### config.mk
export PLATFORM = sky130hd
export DESIGN_NAME = pc_redirect_ctrl
export DESIGN_NICKNAME = d
export VERILOG_FILES = /design/src/rtl/pc_redirect_ctrl.sv
export SDC_FILE = /design/constraint.sdc
export NUM_CORES = 1
export LEC_CHECK = 0
export BUFFER_PORTS_ARGS = -buffer_cell sky130_fd_sc_hd__buf_2
export CAP_MARGIN = 10
export CORE_ASPECT_RATIO = 0.9
export CORE_UTILIZATION = 55
export CTS_BUF_LIST = sky130_fd_sc_hd__clkbuf_4 sky130_fd_sc_hd__clkbuf_8
export CTS_CLUSTER_DIAMETER = 150
export CTS_CLUSTER_SIZE = 20
export DETAILED_ROUTE_END_ITERATION = 8
export PLACE_DENSITY = 0.88
export SYNTH_ARGS = -nofsm -noshare
export SYNTH_HDL_FRONTEND = slang
export SYNTH_SLANG_ARGS = --single-unit
### constraint.sdc
create_clock -name clk -period 3.2 [get_ports clk]
set_clock_uncertainty 0.15 [all_clocks]
set_input_delay 0.48 -clock clk [delete_from_list [all_inputs] [get_ports clk]]
set_output_delay 0.48 -clock clk [all_outputs]
set_load 0.005 [all_outputs]
### src/rtl/pc_redirect_ctrl.sv
// ---------------------------------------------------------------------------
// pc_redirect_ctrl
//
// Sequences the control-flow redirect that follows a taken branch or jump
// resolved in EX. The target is latched and offered to the fetch unit over a
// valid/ready handshake. While the redirect is outstanding, and for
// FLUSH_CYCLES afterwards while stale fetch responses drain, IF/ID are
// flushed and EX is stalled. A trap/exception kill aborts any sequence.
// A misaligned target raises a one-cycle exception pulse instead.
//
// Parameters:
//   XLEN         PC / target width
//   FLUSH_CYCLES post-handshake drain cycles (0 allowed)
//   CNT_W        width of the completed-redirect counter
//
// Ports:
//   clk          clock, rising edge
//   reset        synchronous active-high reset
//   ex_valid     EX holds a valid instruction
//   ex_pc_sel    taken branch / jump in EX
//   ex_target    redirect target PC
//   kill         trap redirect; overrides everything
//   fetch_ready  fetch unit accepts the redirect
//   redir_valid  redirect request to fetch
//   redir_pc     redirect PC, stable while redir_valid
//   flush_if     squash IF stage / fetch responses
//   flush_id     squash ID stage
//   stall_ex     freeze EX
//   exc_misalign one-cycle pulse on a misaligned branch target
//   redir_count  completed redirects, wraps
// ---------------------------------------------------------------------------
module pc_redirect_ctrl #(
  parameter int XLEN         = 32,
  parameter int FLUSH_CYCLES = 2,
  parameter int CNT_W        = 32
) (
  input  logic             clk,
  input  logic             reset,
  input  logic             ex_valid,
  input  logic             ex_pc_sel,
  input  logic [XLEN-1:0]  ex_target,
  input  logic             kill,
  input  logic             fetch_ready,
  output logic             redir_valid,
  output logic [XLEN-1:0]  redir_pc,
  output logic             flush_if,
  output logic             flush_id,
  output logic             stall_ex,
  output logic             exc_misalign,
  output logic [CNT_W-1:0] redir_count
);

  // Drain counter is sized to hold FLUSH_CYCLES; keep at least one bit so the
  // FLUSH_CYCLES==0 build still elaborates (the counter is then never used).
  localparam int            DW         = (FLUSH_CYCLES > 0) ? $clog2(FLUSH_CYCLES + 1) : 1;
  localparam logic [DW-1:0] DRAIN_INIT = DW'(FLUSH_CYCLES);

  typedef enum logic [1:0] {
    IDLE     = 2'd0,
    WAIT_ACK = 2'd1,
    DRAIN    = 2'd2
  } state_t;

  state_t        state;
  logic [DW-1:0] drain_cnt;
  logic          det;

  // Bit 0 of the target never reaches the latch (forced to 0) and plays no
  // part in the alignment check.
  logic          unused_tgt_bit0;
  assign unused_tgt_bit0 = ex_target[0];

  assign det = ex_valid & ex_pc_sel;

  // Handshake outputs are pure state decodes: no input-to-output path.
  assign redir_valid = (state == WAIT_ACK);
  assign flush_if    = (state != IDLE);
  assign flush_id    = (state != IDLE);
  assign stall_ex    = (state != IDLE);

  // NOTE: all state below is updated with non-blocking assignments so every
  // register samples the pre-edge values of its neighbours.
  always_ff @(posedge clk) begin
    if (reset) begin
      state        <= IDLE;
      drain_cnt    <= '0;
      redir_pc     <= '0;
      exc_misalign <= 1'b0;
      redir_count  <= '0;
    end else begin
      // Pulse output: low unless explicitly raised this cycle.
      exc_misalign <= 1'b0;

      if (kill) begin
        // Trap redirect wins over detect, handshake and drain alike; the
        // counter is left untouched even if fetch accepted this cycle.
        state     <= IDLE;
        drain_cnt <= '0;
      end else begin
        case (state)
          IDLE: begin
            if (det) begin
              if (ex_target[1]) begin
                exc_misalign <= 1'b1;
              end else begin
                redir_pc <= {ex_target[XLEN-1:1], 1'b0};
                state    <= WAIT_ACK;
              end
            end
          end

          WAIT_ACK: begin
            // redir_valid is implied by this state, so fetch_ready alone
            // completes the handshake. redir_pc is only written in IDLE,
            // which keeps it stable while the request is up.
            if (fetch_ready) begin
              redir_count <= redir_count + CNT_W'(1);
              if (FLUSH_CYCLES == 0) begin
                state <= IDLE;
              end else begin
                state     <= DRAIN;
                drain_cnt <= DRAIN_INIT;
              end
            end
          end

          DRAIN: begin
            drain_cnt <= drain_cnt - DW'(1);
            if (drain_cnt <= DW'(1)) begin
              state <= IDLE;
            end
          end

          default: begin
            state <= IDLE;
          end
        endcase
      end
    end
  end

endmodule

==> summary.txt, run 1 <==
Power and ir drop
  – Static leakage: 1.505 nW
  – Switch share: 21.49%
  – Clock power frac: 45.9%
  – Combinational Power Share: 4.2%
  – Internal Power: 0.001333 W
  – Reg power frac: 49.9%
  – Power Density: 471.3 nW/um2
  – VDD IR max: 0.0002986 V
  – Psw: 0.0003649 W

Layout
  – Synthesis-to-finish area growth: 25.56%
  – Layout cells sized above 1: 29.37%
  – Number of fill cells: 394
  – Ant diodes: 0
  – Final layout net count: 481
  – Non-Filler Instances: 511

Synth
  – Mean post-synth cell area: 8.292 um2
  – Synth warn: 0
  – Synthesized cell area: 2869 um2
  – Synth unique cells: 36
  – Cells after synthesis: 346
  – Async set or reset register ratio after synthesis: 0%
  – Most common flop cell mapped by yosys: dfxtp_1
  – FF+latch count, synth: 67
  – Register area share after synthesis: 46.75%
  – Post-synth EDFFs: 0

Critical path
  – Max incr delay on CP: 940 ps
  – Worst Setup End Kind: flop
  – CP top delay family: simple AND/OR/NAND/NOR gates
  – CP max stage cell: or4_1
  – Critical Path Source Type: flop
  – CP cell instances: or2_2 -> or4_1 -> nand2_1 -> a21oi_1
  – Crit-path max FO: 30
  – Crit path required time: 3240 ps
  – Critical path buffers and inverters: 0
  – CP arrival: 2330 ps
  – Critical path class: flop to flop

Clock network
  – CTS max path bufs: 2
  – Clock sinks: 67
  – CTS H-tree depth: 3
  – Post-CTS Setup Inserts: 0
  – Worst-skew pair later-pin latency: 340 ps
  – Worst-path clk slew: 70 ps
  – # resized after CTS: 0
  – Num CTS Buffers: 9
  – Root Driver: clkbuf_8
  – CTS Hold Buffers Added: 0
  – CTS tree: built

Run status
  – Status: finished, final reports clean

Die
  – Die Ht: 70.52 um
  – IO Pins: 107
  – Core area: 4925 um2
  – Die area: 5510 um2
  – Overall die width: 78.13 um
  – Placement Rows: 24
  – Initial Utilization: 58.26%

Timing
  – Final Worst Setup Slack: 905.8 ps
  – Total Neg Setup Slack: 0 ps
  – Fin crit period: 2294 ps
  – Worst Max-Slew Pin Slew: 963.9 ps
  – Unrepaired setup endpoints after global routing: false
  – Final Hold Vio Count: 0
  – Worst slew margin: 35.74%
  – Max Fclk: 435.9 MHz
  – Final period util: 71.69%
  – Final setup violation count: 0
  – Hold_ws: 221.0 ps
  – Final Max Tran Viols: 0

Route
  – DRT iter0 DRCs: 94
  – Final WL: 6.832 mm
  – Iteration count of the initial detailed-routing pass: 6
  – Post-route ant nets: 0
  – Avg WL per Cell: 13.37 um
  – Via count: 2788
  – Via density: 5.456
  – DRC Markers: 0

Placement
  – Placed cell count: 495
  – RePlAce Congestion: 0.8073
  – Dpl hpwl: 4.768 mm
  – Setup Slack @ Placement: 761.6 ps
  – Port Buffers: 103

Global route
  – Number of global-route vias before repair: 2530
  – Tot GR Track Use: 26.04%
  – Largest net degree at the start of global routing: 47
  – Initial antenna violation count: 0
  – Total grt overflow: 0
  – Global-route wire length before repair: 11.27 mm

Run
  – Max-cap viol count: 0

Worst hold path
  – Worst Hold Class: primary input to flop
path summary, 6_finish.rpt:
kind	slack, ps	to	cells after the start	startpoint
hold reg to reg	300	redir_pc[5]	2	redir_pc[5]
setup / recovery	910	redir_pc[3]	4	state[0]
setup reg to reg	910	redir_pc[3]	4	state[0]
hold / removal	220	redir_pc[16]	3	ex_target[16]
power by group through the flow:
stage | clock [W] | combinational [W] | sequential (W)
global placement | 0 | 0.0000702 | 0.000865
floorplan | 0 | 0.0000347 | 0.000866
global route | 0.000831 | 0.0000803 | 0.000847
finish | 0.000780 | 0.0000717 | 0.000846
CTS | 0.000793 | 0.0000719 | 0.000846
detailed placement | 0 | 0.0000717 | 0.000866
through the flow:
step                 power, W  area, um2  utilization, %
CTS                  0.001711       3602           73.15
detailed placement  0.0009374       3376           68.55
global route         0.001759       3602           73.15
floorplan           0.0009011       2873               -
global placement    0.0009353       3376           68.55
finish               0.001698       3602           73.15
Yosys cell counts (3+ instances only):
cell type	n	area share, %
clkbuf_1	10	1.3
nor2b_1	6	1.3
xnor2_1	3	0.92
nand2_1	76	9.9
nand3_1	12	2.1
xor2_1	6	1.8
buf_2	4	0.70
buf_4	5	1.3
mux2_2	4	1.6
inv_1	5	0.65
a21oi_1	52	9.1
nor3_1	3	0.52
o21ai_0	11	1.9
and3_1	3	0.65
or3_1	8	1.7
and4_1	7	2.1
dfxtp_1	67	47
nand4_1	8	1.7
nor2_1	13	1.7
o31ai_1	9	2.4
nor4_1	7	1.5
or4_1	11	2.9
routing by layer:
layer / GRT usage [%] / share of wire [%] / up-vias
met2: 45.42 / 51 / 84
li1: - / - / 1406
met5: 0 / 0 / -
met3: 7.974 / 5.5 / 9
met1: 30.45 / 42 / 1289
met4: 8.436 / 0.98 / 0
state kept, by name (all words and copies together) (netlist names):
register and count:
exc_misalign 1, redir_pc 30, redir_count 32, state 2, drain_cnt 2
cells by family after synthesis:
| group | Yosys count | share of synthesized area (%) |
|---|---|---|
| flip-flops | 67 | 46.75 |
| other | 1 | 0.1307 |
| buffers and inverters | 27 | 4.666 |
| adder cells (fa/ha/maj) | 2 | 0.8721 |
| AND/OR/NAND/NOR | 162 | 29.35 |
| AO/OA/AOI/OAI | 74 | 13.91 |
| multiplexers | 4 | 1.570 |
| XOR/XNOR | 9 | 2.748 |
cell type report:
class / count / area [um2] / share of cell area (%)
clock buffer: 10 / 137.6 / 3.821
clock inverter: 6 / 88.84 / 2.466
inverter: 5 / 18.77 / 0.5210
multi-input combinational: 253 / 1404 / 38.97
sequential: 67 / 1341 / 37.24
tap: 65 / 81.33 / 2.258
timing repair buffer: 105 / 530.5 / 14.73
worst min-delay path, stage by stage:
cell,delay [ps]
buf_2,100
nand2_1,50
a21oi_1,50
layout by cell type (no fill, tap or decap), types with 2 or more instances in the layout:
cell and count:
a21oi_1 52, and3_1 3, and4_1 7, buf_2 103
buf_4 2, bufinv_16 2, clkbuf_8 10, clkinvlp_4 2
conb_1 2, dfxtp_1 67, ha_1 2, inv_1 5
mux2_2 4, nand2_1 76, nand3_1 12, nand4_1 8
nor2_1 13, nor2b_1 6, nor3_1 3, nor4_1 6
o21ai_0 11, o31ai_1 9, or2_2 2, or3_1 8
or4_1 11, xnor2_1 3, xor2_1 6
No activity file was read; power rests on OpenSTA's default activity.
==> run 2: changes to the inputs <==
- CORE_UTILIZATION: 55 -> 46
- PLACE_DENSITY: 0.88 -> 0.78
- clock period: 3.2 -> 1.84 ns (I/O delays scaled with it)
==> run 2 against run 1 <==
Critical path type unchanged. Maximum frequency up 23%. Sequential cell count unchanged. Register-to-register slack worse by 930 ps. Wire length grew 20%. Design area grew 16%. Total power is 62% higher. First-iteration DRC count is 100% higher. Hold slack got worse by 200 ps. Die area rose by 19%. Non-clock buffer count grew 54. Critical endpoint is now redir_count[29]. Global-route usage shrank 3.2 points. The run now ends with setup timing left.
==> summary.txt, run 2 (same netlist as run 1, synthesis figures left out) <==
Layout
  – Commonest non-fill, non-tap cell in the layout: buf_2
  – Ant diodes: 0 (unchanged)
  – Layout cells sized above 1: 43.11% (+14 points)
  – Final layout net count: 536 (+11%)
  – Number of fill cells: 473 (+20%)
  – Largest registers: redir_count: 32 flops, redir_pc: 30 flops
  – Final Instance Area: 4188 um2 (+16%)
  – Synthesis-to-finish area growth: 45.97%
  – Most frequent cells in the layout: buf_2, nand2_1, dfxtp_1
  – Top reg by flops: redir_count
  – Sequential cell area: 1354 um2 (+0.93%)
  – Non-Filler Instances: 571 (+12%)
  – Area of the multi-input gates: 1575 um2 (+12%)
  – Max reg flops: 32 (unchanged)

Run status
  – Status: finished with violations
  – Failing checks: setup timing

Placement
  – Placed cell count: 546 (+10%)
  – Port Buffers: 103 (unchanged)
  – Setup Slack @ Placement: -106.0 ps (-867.6 ps)
  – RePlAce Congestion: 0.8237 (+2.0%)
  – Area after DPL: 3760 um2 (+11%)
  – Dpl hpwl: 5.283 mm (+11%)

Clock network
  – Num CTS Buffers: 9 (unchanged)
  – Clock sinks: 67 (unchanged)
  – CTS H-tree depth: 3 (unchanged)
  – CTS max path bufs: 2 (unchanged)
  – Root Driver: clkbuf_8
  – Worst-skew pair later-pin latency: 340 ps (about the same)
  – CTS tree: built
  – Worst-path clk slew: 70 ps (about the same)

Timing
  – Fin crit period: 1866 ps (-428.7 ps)
  – Final Hold Vio Count: 0 (unchanged)
  – Final Worst Setup Slack: -25.51 ps (-931.3 ps)
  – Unrepaired setup endpoints after global routing: true
  – Final period util: 101.4% (+30 points)
  – Max Fclk: 536.0 MHz (+23%)
  – Hold_ws: 16.64 ps (-204.4 ps)
  – Final setup violation count: 2 (+2)
  – Final Max Tran Viols: 0 (unchanged)

Critical path
  – Max incr delay on CP: 390 ps (-550 ps)
  – Worst Setup End Kind: flop
  – Crit path required time: 1920 ps (-1320 ps)
  – Critical path class: flop to flop
  – CP max stage cell: dfxtp_2
  – Critical Path Source Type: flop
  – Crit-path max FO: 5 (-83%)
  – CP arrival: 1940 ps (-390 ps)
  – CP top delay family: simple AND/OR/NAND/NOR gates
  – CP cell instances: and4bb_2 -> nand2_2 -> nor4_4 -> mux2_2
  – Critical path buffers and inverters: 0 (unchanged)

Power and ir drop
  – Switch share: 22.30% (+0.80 points)
  – VDD IR max: 0.0005752 V (+93%)
  – Reg power frac: 53.5% (+3.6 points)
  – Clock power frac: 41.2% (-4.7 points)
  – Power Density: 656.1 nW/um2 (+39%)
  – Combinational Power Share: 5.3% (+1.1 points)
  – Static leakage: 1.864 nW (+24%)
  – Internal Power: 0.002135 W (+60%)
  – Psw: 0.0006126 W (+68%)
  – Tot Pwr: 0.002748 W (+62%)

Worst hold path
  – Worst Hold Class: primary input to flop

Global route
  – Number of global-route vias before repair: 2695 (+6.5%)
  – Initial antenna violation count: 0 (unchanged)
  – Largest net degree at the start of global routing: 31 (-34%)
  – Global-route wire length before repair: 11.87 mm (+5.3%)
  – Total grt overflow: 0 (unchanged)
  – Tot GR Track Use: 22.79% (-3.2 points)

Die
  – Overall die width: 85.25 um (+9.1%)
  – Die area: 6557 um2 (+19%)
  – Core area: 5856 um2 (+19%)
  – Placement Rows: 26 (+8.3%)
  – Initial Utilization: 49.00% (-9.3 points)
  – IO Pins: 107 (unchanged)
  – Die Ht: 76.92 um (+9.1%)

Route
  – Via density: 5.419 (-0.69%)
  – Avg WL per Cell: 14.40 um (+7.7%)
  – Post-route ant nets: 0 (unchanged)
  – DRT iter0 DRCs: 189 (+100%)
  – Final WL: 8.220 mm (+20%)
  – Met3 WL: 462 um (+23%)
  – Via count: 3094 (+11%)
  – Iteration count of the initial detailed-routing pass: 5 (-1)
  – Met2 wire len: 4.199 mm (+20%)
  – Wl on met1: 3.481 mm (+21%)
  – DRC Markers: 0 (unchanged)
  – Uppermost layer routed: met4

Run
  – Max-cap viol count: 0 (unchanged)
==> run 2: cell count changes in the layout (fill, tap and decap cells not counted), moves of 5 or more <==
cell	delta
a21oi_1	-6
a21oi_2	+6
buf_4	+48
dfxtp_1	-6
nor4_4	+5
or4_1	-5
or4_4	+5
==> run 2: path summary, 6_finish.rpt <==
path / startpoint / end / slack [ps] / cells after the start
max: state[0] / redir_count[29] / -30 / 4
min reg2reg: redir_pc[26] / redir_pc[26] / 300 / 2
max reg2reg: state[0] / redir_count[29] / -30 / 4
min: ex_target[16] / redir_pc[16] / 20 / 3
==> run 2: stage by stage <==
stage	utilization [%]	TNS (ps)
detailed placement	64.21	-574.6
global route	71.52	-364.4
CTS	68.14	0
global placement	64.21	-239.7
floorplan	-	0
finish	71.52	-34.66
==> run 2: layout make-up <==
class	count	share of cell area, %
clock inverter	2	0.2390
multi-input combinational	254	37.62
clock buffer	14	4.153
inverter	5	0.4482
sequential	67	32.33
timing repair buffer	159	23.13
tap	70	2.091
==> run 2: repair_timing <==
| action | in CTS | in global routing |
|---|---|---|
| resized for setup | 7 | 34 |
| endpoints found under the hold margin | 1 | 0 |
| setup buffers | 2 | 4 |
| gates cloned | 0 | 2 |
| setup endpoints to repair | 13 | 34 |
| pin swaps | 4 | 16 |
| hold buffers | 1 | 0 |
==> run 2: power by group through the flow <==
| stage | Sequential [W] | Clock, W | Combinational, W |
|---|---|---|---|
| 2_1_floorplan | 0.00151 | 0 | 0.0000603 |
| 3_3_place_gp | 0.00150 | 0 | 0.000137 |
| 3_5_place_dp | 0.00151 | 0 | 0.000138 |
| 4_1_cts | 0.00147 | 0.00116 | 0.000141 |
| 5_1_grt | 0.00147 | 0.00124 | 0.000163 |
| 6_report | 0.00147 | 0.00113 | 0.000147 |
==> run 2: metal layers <==
layer  global-route usage [%]  vias up
met5                        0        -
met3                    7.427        7
met1                    26.87     1468
met2                    38.39       98
li1                         -     1521
met4                    8.644        0
==> run 2: worst register-to-register path: stages, from the launching register on <==
cell and delay (ps):
dfxtp_2 390, and4bb_2 350, nand2_2 180, nor4_4 310
mux2_2 370
